$ cat config.mk
export PLATFORM = sky130hd
export DESIGN_NAME = int_float_conv
export DESIGN_NICKNAME = d
export VERILOG_FILES = /design/src/rtl/int_float_conv_pkg.sv /design/src/rtl/int_float_conv_lzc.sv /design/src/rtl/int_float_conv.sv
export SDC_FILE = /design/constraint.sdc
export NUM_CORES = 1
export LEC_CHECK = 0
export CORE_MARGIN = 2
export CORE_UTILIZATION = 25
export DETAILED_ROUTE_END_ITERATION = 10
export GPL_TIMING_DRIVEN = 0
export PLACE_DENSITY = 0.45
export SETUP_SLACK_MARGIN = 0.3
export SYNTH_ARGS = -nofsm -noshare
export SYNTH_HDL_FRONTEND = slang
export SYNTH_SLANG_ARGS = --single-unit
$ cat constraint.sdc
create_clock -name clk -period 7.8 [get_ports clk]
set_input_delay 1.56 -clock clk [delete_from_list [all_inputs] [get_ports clk]]
set_output_delay 1.56 -clock clk [all_outputs]
set_load 0.05 [all_outputs]
$ cat src/rtl/int_float_conv_pkg.sv
// Shared definitions for the integer <-> float converter.
// Holds the mode encodings, default word/exponent widths and the helper
// functions that derive the mantissa width and exponent bias.
package int_float_conv_pkg;

    localparam logic MODE_ITOF = 1'b0;
    localparam logic MODE_FTOI = 1'b1;

    localparam int unsigned DEF_W     = 16;
    localparam int unsigned DEF_EXP_W = 8;

    // Mantissa bits left after the sign and exponent fields.
    function automatic int unsigned calc_man_w(input int unsigned w, input int unsigned exp_w);
        return w - 1 - exp_w;
    endfunction

    // IEEE-style exponent bias: 2^(exp_w-1) - 1.
    function automatic int unsigned calc_bias(input int unsigned exp_w);
        return (32'd1 << (exp_w - 1)) - 32'd1;
    endfunction

endpackage

$ cat src/rtl/int_float_conv_lzc.sv
// Combinational leading-zero counter.
// Ports: d   - W-bit input word
//        cnt - number of leading zeros in d; W when d is all zeros
module int_float_conv_lzc #(
    parameter int unsigned W = 16
) (
    input  logic [W-1:0]         d,
    output logic [$clog2(W):0]   cnt
);

    localparam int unsigned CW = $clog2(W) + 1;

    // Scan upward so the highest set bit is the last one to write cnt.
    always_comb begin
        cnt = CW'(W);
        for (int unsigned i = 0; i < W; i++) begin
            if (d[i]) begin
                cnt = CW'(W - 1 - i);
            end
        end
    end

endmodule

$ cat src/rtl/int_float_conv.sv
// Three-stage pipelined converter between two's-complement integers and a
// small sign/exponent/mantissa float format of the same width.
// Ports: clk, reset       - clock, synchronous active-high reset
//        in_valid/in_ready - input handshake; in_mode 0=itof, 1=ftoi
//        in_data          - integer or float word
//        out_valid/out_ready - output handshake
//        out_data         - converted word
//        out_inexact      - result differs from the input value
//        out_ovf          - ftoi result saturated
module int_float_conv
    import int_float_conv_pkg::*;
#(
    parameter int unsigned W     = DEF_W,
    parameter int unsigned EXP_W = DEF_EXP_W,
    parameter int unsigned RND   = 1
) (
    input  logic         clk,
    input  logic         reset,
    input  logic         in_valid,
    output logic         in_ready,
    input  logic         in_mode,
    input  logic [W-1:0] in_data,
    output logic         out_valid,
    input  logic         out_ready,
    output logic [W-1:0] out_data,
    output logic         out_inexact,
    output logic         out_ovf
);

    localparam int unsigned MAN_W   = calc_man_w(W, EXP_W);
    localparam int unsigned BIAS    = calc_bias(EXP_W);
    localparam int unsigned SW      = $clog2(W) + 1;
    localparam int unsigned XW      = W + MAN_W;
    localparam int unsigned RW      = W - 1 - MAN_W;
    localparam int unsigned SAT_EXP = BIAS + W - 1;

    generate
        if (EXP_W < 2 || W < EXP_W + 2) begin : g_bad_params
            $error("int_float_conv: need EXP_W >= 2 and MAN_W >= 1");
        end
    endgenerate

    // Global pipeline advance: every stage moves together.
    logic adv_c;
    assign adv_c    = !out_valid || out_ready;
    assign in_ready = !reset && adv_c;

    // ---------------- S1: capture, sign/magnitude ----------------
    logic         s1_valid, s1_mode, s1_sign;
    logic [W-1:0] s1_word;
    logic [W-1:0] abs_c;

    // Most negative input wraps back to itself, which is 2^(W-1) unsigned.
    assign abs_c = in_data[W-1] ? (~in_data + W'(1)) : in_data;

    always_ff @(posedge clk) begin
        if (reset) begin
            s1_valid <= 1'b0;
        end else if (adv_c) begin
            s1_valid <= in_valid;
            s1_mode  <= in_mode;
            s1_sign  <= in_data[W-1];
            s1_word  <= (in_mode == MODE_ITOF) ? abs_c : in_data;
        end
    end

    // ---------------- S2: leading-zero count, normalise ----------------
    logic [SW-1:0]    lz_c;
    logic [W-1:0]     norm_i_c;
    logic [SW-1:0]    exp_i_c;
    logic [EXP_W-1:0] f_exp_c;
    logic [MAN_W-1:0] f_man_c;
    logic [31:0]      f_exp32_c;
    logic             f_zero_c, f_big_c, f_min_c, f_sat_c;
    logic [SW-1:0]    f_sh_c;
    logic [XW-1:0]    f_ext_c;

    int_float_conv_lzc #(.W(W)) u_lzc (
        .d   (s1_word),
        .cnt (lz_c)
    );

    assign norm_i_c = s1_word << lz_c;
    assign exp_i_c  = SW'(W - 1) - lz_c;

    assign f_exp_c   = s1_word[W-2:MAN_W];
    assign f_man_c   = s1_word[MAN_W-1:0];
    assign f_exp32_c = 32'(f_exp_c);
    assign f_zero_c  = f_exp32_c < BIAS;
    assign f_big_c   = f_exp32_c >= SAT_EXP;
    // -2^(W-1) is representable, so it escapes saturation.
    assign f_min_c   = s1_sign && (f_exp32_c == SAT_EXP) && (f_man_c == '0);
    assign f_sat_c   = f_big_c && !f_min_c;
    // Clamp keeps the shift inside the extended word; clamped values are
    // either saturated or the exact minimum.
    assign f_sh_c    = f_big_c ? SW'(W - 1) : SW'(f_exp32_c - BIAS);
    assign f_ext_c   = XW'({1'b1, f_man_c}) << f_sh_c;

    logic         s2_valid, s2_mode, s2_sign, s2_zero, s2_inx, s2_sat;
    logic [W-1:0] s2_norm;
    logic [SW-1:0] s2_exp;
    logic         s2_zero_c, s2_inx_c, s2_sat_c;
    logic [W-1:0] s2_norm_c;

    always_comb begin : s2_mux
        s2_zero_c = (s1_word == '0);
        s2_inx_c  = 1'b0;
        s2_sat_c  = 1'b0;
        s2_norm_c = norm_i_c;
        if (s1_mode == MODE_FTOI) begin
            s2_zero_c = f_zero_c;
            s2_sat_c  = f_sat_c;
            s2_norm_c = f_ext_c[XW-1:MAN_W];
            if (f_zero_c) begin
                s2_inx_c = (f_exp_c != '0);
            end else begin
                s2_inx_c = f_sat_c || (f_ext_c[MAN_W-1:0] != '0);
            end
        end
    end

    always_ff @(posedge clk) begin
        if (reset) begin
            s2_valid <= 1'b0;
        end else if (adv_c) begin
            s2_valid <= s1_valid;
            s2_mode  <= s1_mode;
            s2_sign  <= s1_sign;
            s2_zero  <= s2_zero_c;
            s2_inx   <= s2_inx_c;
            s2_sat   <= s2_sat_c;
            s2_norm  <= s2_norm_c;
            s2_exp   <= exp_i_c;
        end
    end

    // ---------------- S3: round, pack, flags ----------------
    logic [MAN_W-1:0] i_man_c;
    logic             i_guard_c, i_sticky_c, i_up_c;
    logic [MAN_W:0]   i_man_r_c;
    logic [EXP_W-1:0] i_exp_c;
    logic [W-1:0]     i_res_c, f_res_c, res_c;
    logic             inx_c, ovf_c;

    // Leading one sits at bit W-1 and is implicit in the packed format.
    assign i_man_c    = s2_norm[W-2 -: MAN_W];
    assign i_guard_c  = s2_norm[RW-1];
    assign i_sticky_c = |s2_norm[RW-2:0];
    assign i_up_c     = (RND != 0) && i_guard_c && (i_sticky_c || i_man_c[0]);
    assign i_man_r_c  = {1'b0, i_man_c} + (MAN_W + 1)'(i_up_c);
    // Mantissa carry-out leaves zeros in the low bits and bumps the exponent.
    assign i_exp_c    = EXP_W'(BIAS + 32'(s2_exp) + 32'(i_man_r_c[MAN_W]));
    assign i_res_c    = {s2_sign, i_exp_c, i_man_r_c[MAN_W-1:0]};

    always_comb begin : f_pack
        f_res_c = s2_sign ? (~s2_norm + W'(1)) : s2_norm;
        if (s2_sat) begin
            f_res_c = s2_sign ? {1'b1, {(W-1){1'b0}}} : {1'b0, {(W-1){1'b1}}};
        end
    end

    always_comb begin : s3_mux
        res_c = '0;
        inx_c = 1'b0;
        ovf_c = 1'b0;
        if (s2_mode == MODE_FTOI) begin
            inx_c = s2_inx;
            ovf_c = s2_sat;
            if (!s2_zero) begin
                res_c = f_res_c;
            end
        end else if (!s2_zero) begin
            res_c = i_res_c;
            inx_c = i_guard_c || i_sticky_c;
        end
    end

    always_ff @(posedge clk) begin
        if (reset) begin
            out_valid   <= 1'b0;
            out_data    <= '0;
            out_inexact <= 1'b0;
            out_ovf     <= 1'b0;
        end else if (adv_c) begin
            out_valid <= s2_valid;
            if (s2_valid) begin
                out_data    <= res_c;
                out_inexact <= inx_c;
                out_ovf     <= ovf_c;
            end
        end
    end

endmodule

======== Word level (Yosys, flattened, before mapping) ========
Index checks and enable logic that the tools add are counted.
storage, ports and cells
  bits in read-only memories .............. 0
  register bits ........................... 65
  input bits .............................. 21
  RAM bits ................................ 0
  memories ................................ 0
  word-level logic and storage cells ...... 81
  latch bits .............................. 0
cells by class
  $lt $le $gt $ge ......................... 2
  equal/unequal tests ..................... 1
  bitwise operators ....................... 3
  add/subtract/negate cells ............... 7
  mux-type cells .......................... 31
  reductions and logical operators ........ 19
  shifts and indexed selects .............. 2
  multipliers ............................. 0
  div/mod/pow operators ................... 0
operator list
  operator                                                   number
  2-to-1 mux 16 bit                                          9
  2-to-1 mux 5 bit                                           17
  adder 16 x 1 -> 16 bit (second input constant)             2
  NOT 16 bit                                                 2
  left shift 8 x 5 -> 23 bit                                 1
  zero test 16 bit                                           1
  left shift 16 x 5 -> 16 bit                                1
  adder 7 x 1 -> 8 bit                                       1
  adder 7 x 5 -> 8 bit (first input constant)                1
  adder 8 x 1 -> 8 bit                                       1
  equality test 8 bit (second input constant)                1
  greater-or-equal comparator 8 bit (second input constant)  1
  < comparator 8 x 7 -> 1 bit (second input constant)        1
  nonzero test 8 bit                                         1
  zero test 7 bit                                            1
  nonzero test 7 bit                                         1
  OR reduction 7 bit                                         1
  logical AND 1 bit                                          5
  2-to-1 mux 1 bit                                           5
  subtractor 4 x 5 -> 5 bit (first input constant)           1
  subtractor 5 bit (second input constant)                   1
  logical OR 1 bit                                           4
  AND reduction 2 bit                                        2
  zero test 1 bit                                            3
  NOT 1 bit                                                  1

======== Depth between registers and ports, before layout ========
Gate-level depths: netlist of the first run.
  depth in word-level cells ............... 18
  gate-level depth with buffers ........... 13
  depth with buffers taken out ............ 12

======== Modules after synthesis ========
Synthesis of the first run repeated with hierarchy kept, for this count alone.
second synthesis, totals
  cells, all modules ...................... 580
  area, all modules ....................... 4,894.7 µm²
modules (own cells, without submodules)
  module              area each (µm²)  cells an instance  times used
  int_float_conv      4,705.8          548                1
  int_float_conv_lzc  188.9            32                 1

======== Least setup slack after synthesis of the first run ========
Ideal clock, no wire load.
  path kind ............................... in2out
  from .................................... input port reset
  to ...................................... output port in_ready
  arrival time ............................ 4,238 ps
  stages .................................. 2
  setup slack ............................. 2,002 ps
  path through ............................ clkbuf_1 -> nor2_1
between the ends
  longest elaborated chain between the ends .. 2
RTL lines
  item                RTL line              text
  start: declaration  int_float_conv.sv:18  input logic reset,
  zero test 1 bit     int_float_conv.sv:46  assign in_ready = !reset && adv_c;
  logical AND 1 bit   int_float_conv.sv:46
  end: declaration    int_float_conv.sv:20  output logic in_ready,
No other way between the ends.

======== Worst setup path after layout of the first run ========
Same ends and word-level chain as after synthesis.

==> flow_summary.json, run 1 <==
{
  "status": "completed",
  "ys_warn_count": 0,
  "ys_seq_elements": 65,
  "multi_input_comb_area_mm2": 0.00295,
  "worstHoldPathType": "flop to flop",
  "die_x_um": 145,
  "start_util": 0.255,
  "power.internal_uw": 846,
  "arrival_ns": 4.05,
  "ir_drop_v": 0.0000994,
  "path_class": "input pin to output pin",
  "drv_slew": 0,
  "ys_async_sr_fraction": 0,
  "cts.clk_slew.worst_paths_ns": 0.06,
  "gr-total-overflow": 0,
  "layout-drive-gt1-share": 0.0644,
  "max_freq_ghz": 0.178,
  "grt_max_degree": 24,
  "nets": 692,
  "period_share": 0.719,
  "drt-total-wl_mm": 15.3,
  "ff2ff_path_depth": 12,
  "synth_cells": 611,
  "r2r-start": "s1_word[7]$_DFFE_PP_",
  "placed_area_mm2": 0.00574,
  "comb_power_share": 0.285,
  "cts_hold_buf": 0,
  "critPathLaunchType": "input pin",
  "finalWeightedCongestion": 0.896,
  "dp_hpwl_mm": 12.1,
  "hold_end": "out_data[3]$_SDFFE_PP0P_",
  "grt_pass1_wl_mm": 24.7,
  "drv_cap": 0,
  "grt_setup_unrepaired": "no",
  "reg2reg_to": "s2_inx$_SDFFCE_PN0P_",
  "synth_seq_area_share": 0.350,
  "avgSynthCellArea_um2": 8.14,
  "syn-cell-area_mm2": 0.00497,
  "setup_viol": 0,
  "clock_skew_ns": 0.00621,
  "timing.final.crit_period_ns": 5.61,
  "cts_tree": "done",
  "core_area_mm2": 0.0195,
  "htree_num_levels": 3,
  "worstPathRequired_ns": 6.24,
  "synth_top_area_frac": 0.266,
  "min_from": "out_data[3]$_SDFFE_PP0P_",
  "clkLatencyLatePin_ns": 0.34,
  "synth-edff-count": 44,
  "synth_cell_type_count": 69,
  "cts_setup_buffers": 0,
  "p_sw_uw": 402,
  "grt_pass1_vias": 4664,
  "synthesis.nets": 640,
  "power_uw": 1250,
  "drc": 0,
  "grt_usage": 0.147,
  "rrSetupSlack_ns": 4.10,
  "tightest_slew_ns": 0.831,
  "drt-initial-drc-count": 302,
  "antenna_found_initial": 0,
  "p_seq_frac": 0.341,
  "clockRootBuffer": "clkbuf_16",
  "num_vias": 4856,
  "cp_max_fo": 23,
  "yosys_most_used_dff": "edfxtp_1",
  "synthToLayoutAreaGrowth_pct": 22.3,
  "die_y_um": 145,
  "end_kind": "output pin",
  "detail_route.vias_per_cell": 5.20,
  "antenna_cells": 0,
  "nFillCells": 2106,
  "port_buffers": 40,
  "clk_path_buf_depth": 2,
  "hold_viol": 0,
  "leakage_uw": 0.00210,
  "switching_share": 0.322,
  "cts_resized": 0,
  "hold_depth": 2,
  "fin_setup_tns_ns": 0,
  "numCtsBuffers": 9,
  "max_slew_margin": 0.441,
  "synth_top_cell_by_area": "edfxtp_1",
  "drtPass1Iterations": 5,
  "power_density_mw_per_mm2": 205,
  "ios": 41,
  "final_area_mm2": 0.00608,
  "detail_route.wl_per_cell_um": 16.4,
  "cts_sinks": 65,
  "p_clk_frac": 0.374,
  "yosys-top-cells-area": "edfxtp_1 (27%), dfxtp_1 (8.5%), nor2_1 (6.2%)",
  "fp-row-count": 51,
  "antenna_left": 0,
  "seqCellArea_mm2": 0.00174,
  "dieArea_mm2": 0.0210
}
[routing by layer]
layer | track usage | part of all wire
met3 | 0.0302 | 0.057
met4 | 0.0728 | 0.041
met2 | 0.251 | 0.49
met5 | 0 | 0
met1 | 0.174 | 0.42
[cell usage after synthesis (4+ instances only)]
master     number
o211ai_1        5
nor4_1          7
a21oi_1        36
a21o_1          5
o311ai_0        4
nand3_1        20
mux2_2          4
nor2_1         82
clkbuf_1       34
inv_1          22
o21ai_0        45
o221ai_1        7
nand2b_1        5
mux2i_1        14
nor2b_1         8
ha_1            8
nand4_1         4
and3_1          4
a22oi_1        13
o31ai_1         6
nor3b_1         5
edfxtp_1       44
a31oi_1         8
o21a_1          4
a221o_1         5
nand2_1        58
a2111oi_0       4
a221oi_1        5
xnor2_1        17
or3_1           4
nor3_1         19
o22ai_1         6
o41ai_1         4
dfxtp_1        21
buf_2           8
xor2_1         15
[state kept, by name, summed over array words and instances (netlist names), 5 cells and up]
register  cells
out_data     16
s1_word      16
s2_exp        5
s2_norm      16
[power groups by stage]
stage	sequential [uW]	combinational [uW]	clock, uW
after detailed placement	432	350	0
after CTS	425	352	480
after floorplan	437	237	0
after global placement	433	348	0
final	425	356	467
after global routing	429	390	493
[worst max-delay path by stage]
stage / from / endpoint / slack (ns) / depth (start not counted)
3_3_place_gp: reset / in_ready / 0.009 / 4
3_5_place_dp: reset / in_ready / 2.16 / 5
4_1_cts: reset / in_ready / 2.14 / 5
6_report: reset / in_ready / 2.19 / 5
2_1_floorplan: reset / in_ready / 2.00 / 2
5_1_grt: reset / in_ready / 2.02 / 5
[cells in the final DEF, fill, tap and decap left out, types with 5 or more instances in the layout]
cell	netlist	routed
nand3_1	20	20
nor4_1	7	7
ha_1	8	8
nand2_1	58	58
o22ai_1	6	6
a21o_1	5	5
clkdlybuf4s50_1	0	40
nor3b_1	5	5
a21oi_1	36	36
xor2_1	15	15
inv_1	22	22
nor2_1	82	81
o211ai_1	5	5
nor3_1	19	19
o31ai_1	6	6
edfxtp_1	44	44
buf_2	8	8
dfxtp_1	21	21
nand2b_1	5	5
xnor2_1	17	17
a221oi_1	5	5
a221o_1	5	5
o221ai_1	7	7
o21ai_0	45	45
clkbuf_16	0	9
clkbuf_1	34	35
a22oi_1	13	13
a31oi_1	8	8
mux2i_1	14	14
nor2b_1	8	8
[cell families after synthesis]
logic type      Yosys count  synth area share
flops                    65             0.350
compound gates          186             0.252
xor+xnor                 32            0.0564
simple gates            232             0.221
mux                      19            0.0418
fa+ha+maj                 8            0.0201
buf+inv                  69            0.0581
[metrics by stage]
step                      cells  worst slack [ns]   util  hold slack (ns)
final                       933              2.19  0.313            0.450
after global routing        933              2.02  0.313            0.482
after CTS                   933              2.14  0.313            0.455
after detailed placement    917              2.16  0.295            0.447
after global placement      916           0.00862  0.293            0.438
after floorplan             611              2.00      -            0.427
[worst max-delay path: stages]
cell and delay, ns:
clkdlybuf4s50_1 0.47, clkbuf_1 0.31, nor2_4 0.62, buf_16 0.24, clkdlybuf4s50_1 0.83
[area by class of cell]
type,instances,area share
Multi-Input combinational cell,477,0.485
Sequential cell,65,0.286
Timing Repair Buffer,41,0.0704
Tap cell,265,0.0545
Clock buffer,10,0.0376
Buffer,46,0.0325
Clock inverter,6,0.0187
Inverter,23,0.0150
(Power assumes the default switching activity.)
==> run 2: changes to the inputs <==
clock period = 5.3 ns   (was 7.8 ns; I/O delays follow)
==> results of run 2 <==
Same layout as run 1 (identical final DEF). Status: completed.
Among the figures that moved: setup slack after placement 2.16 ns -> 0.656 ns; setup slack after layout 2.19 ns -> 0.690 ns; register-to-register setup slack 4.10 ns -> 1.60 ns; total power 1250 uW -> 1840 uW; worst IR drop on VDD 0.0000994 V -> 0.000146 V
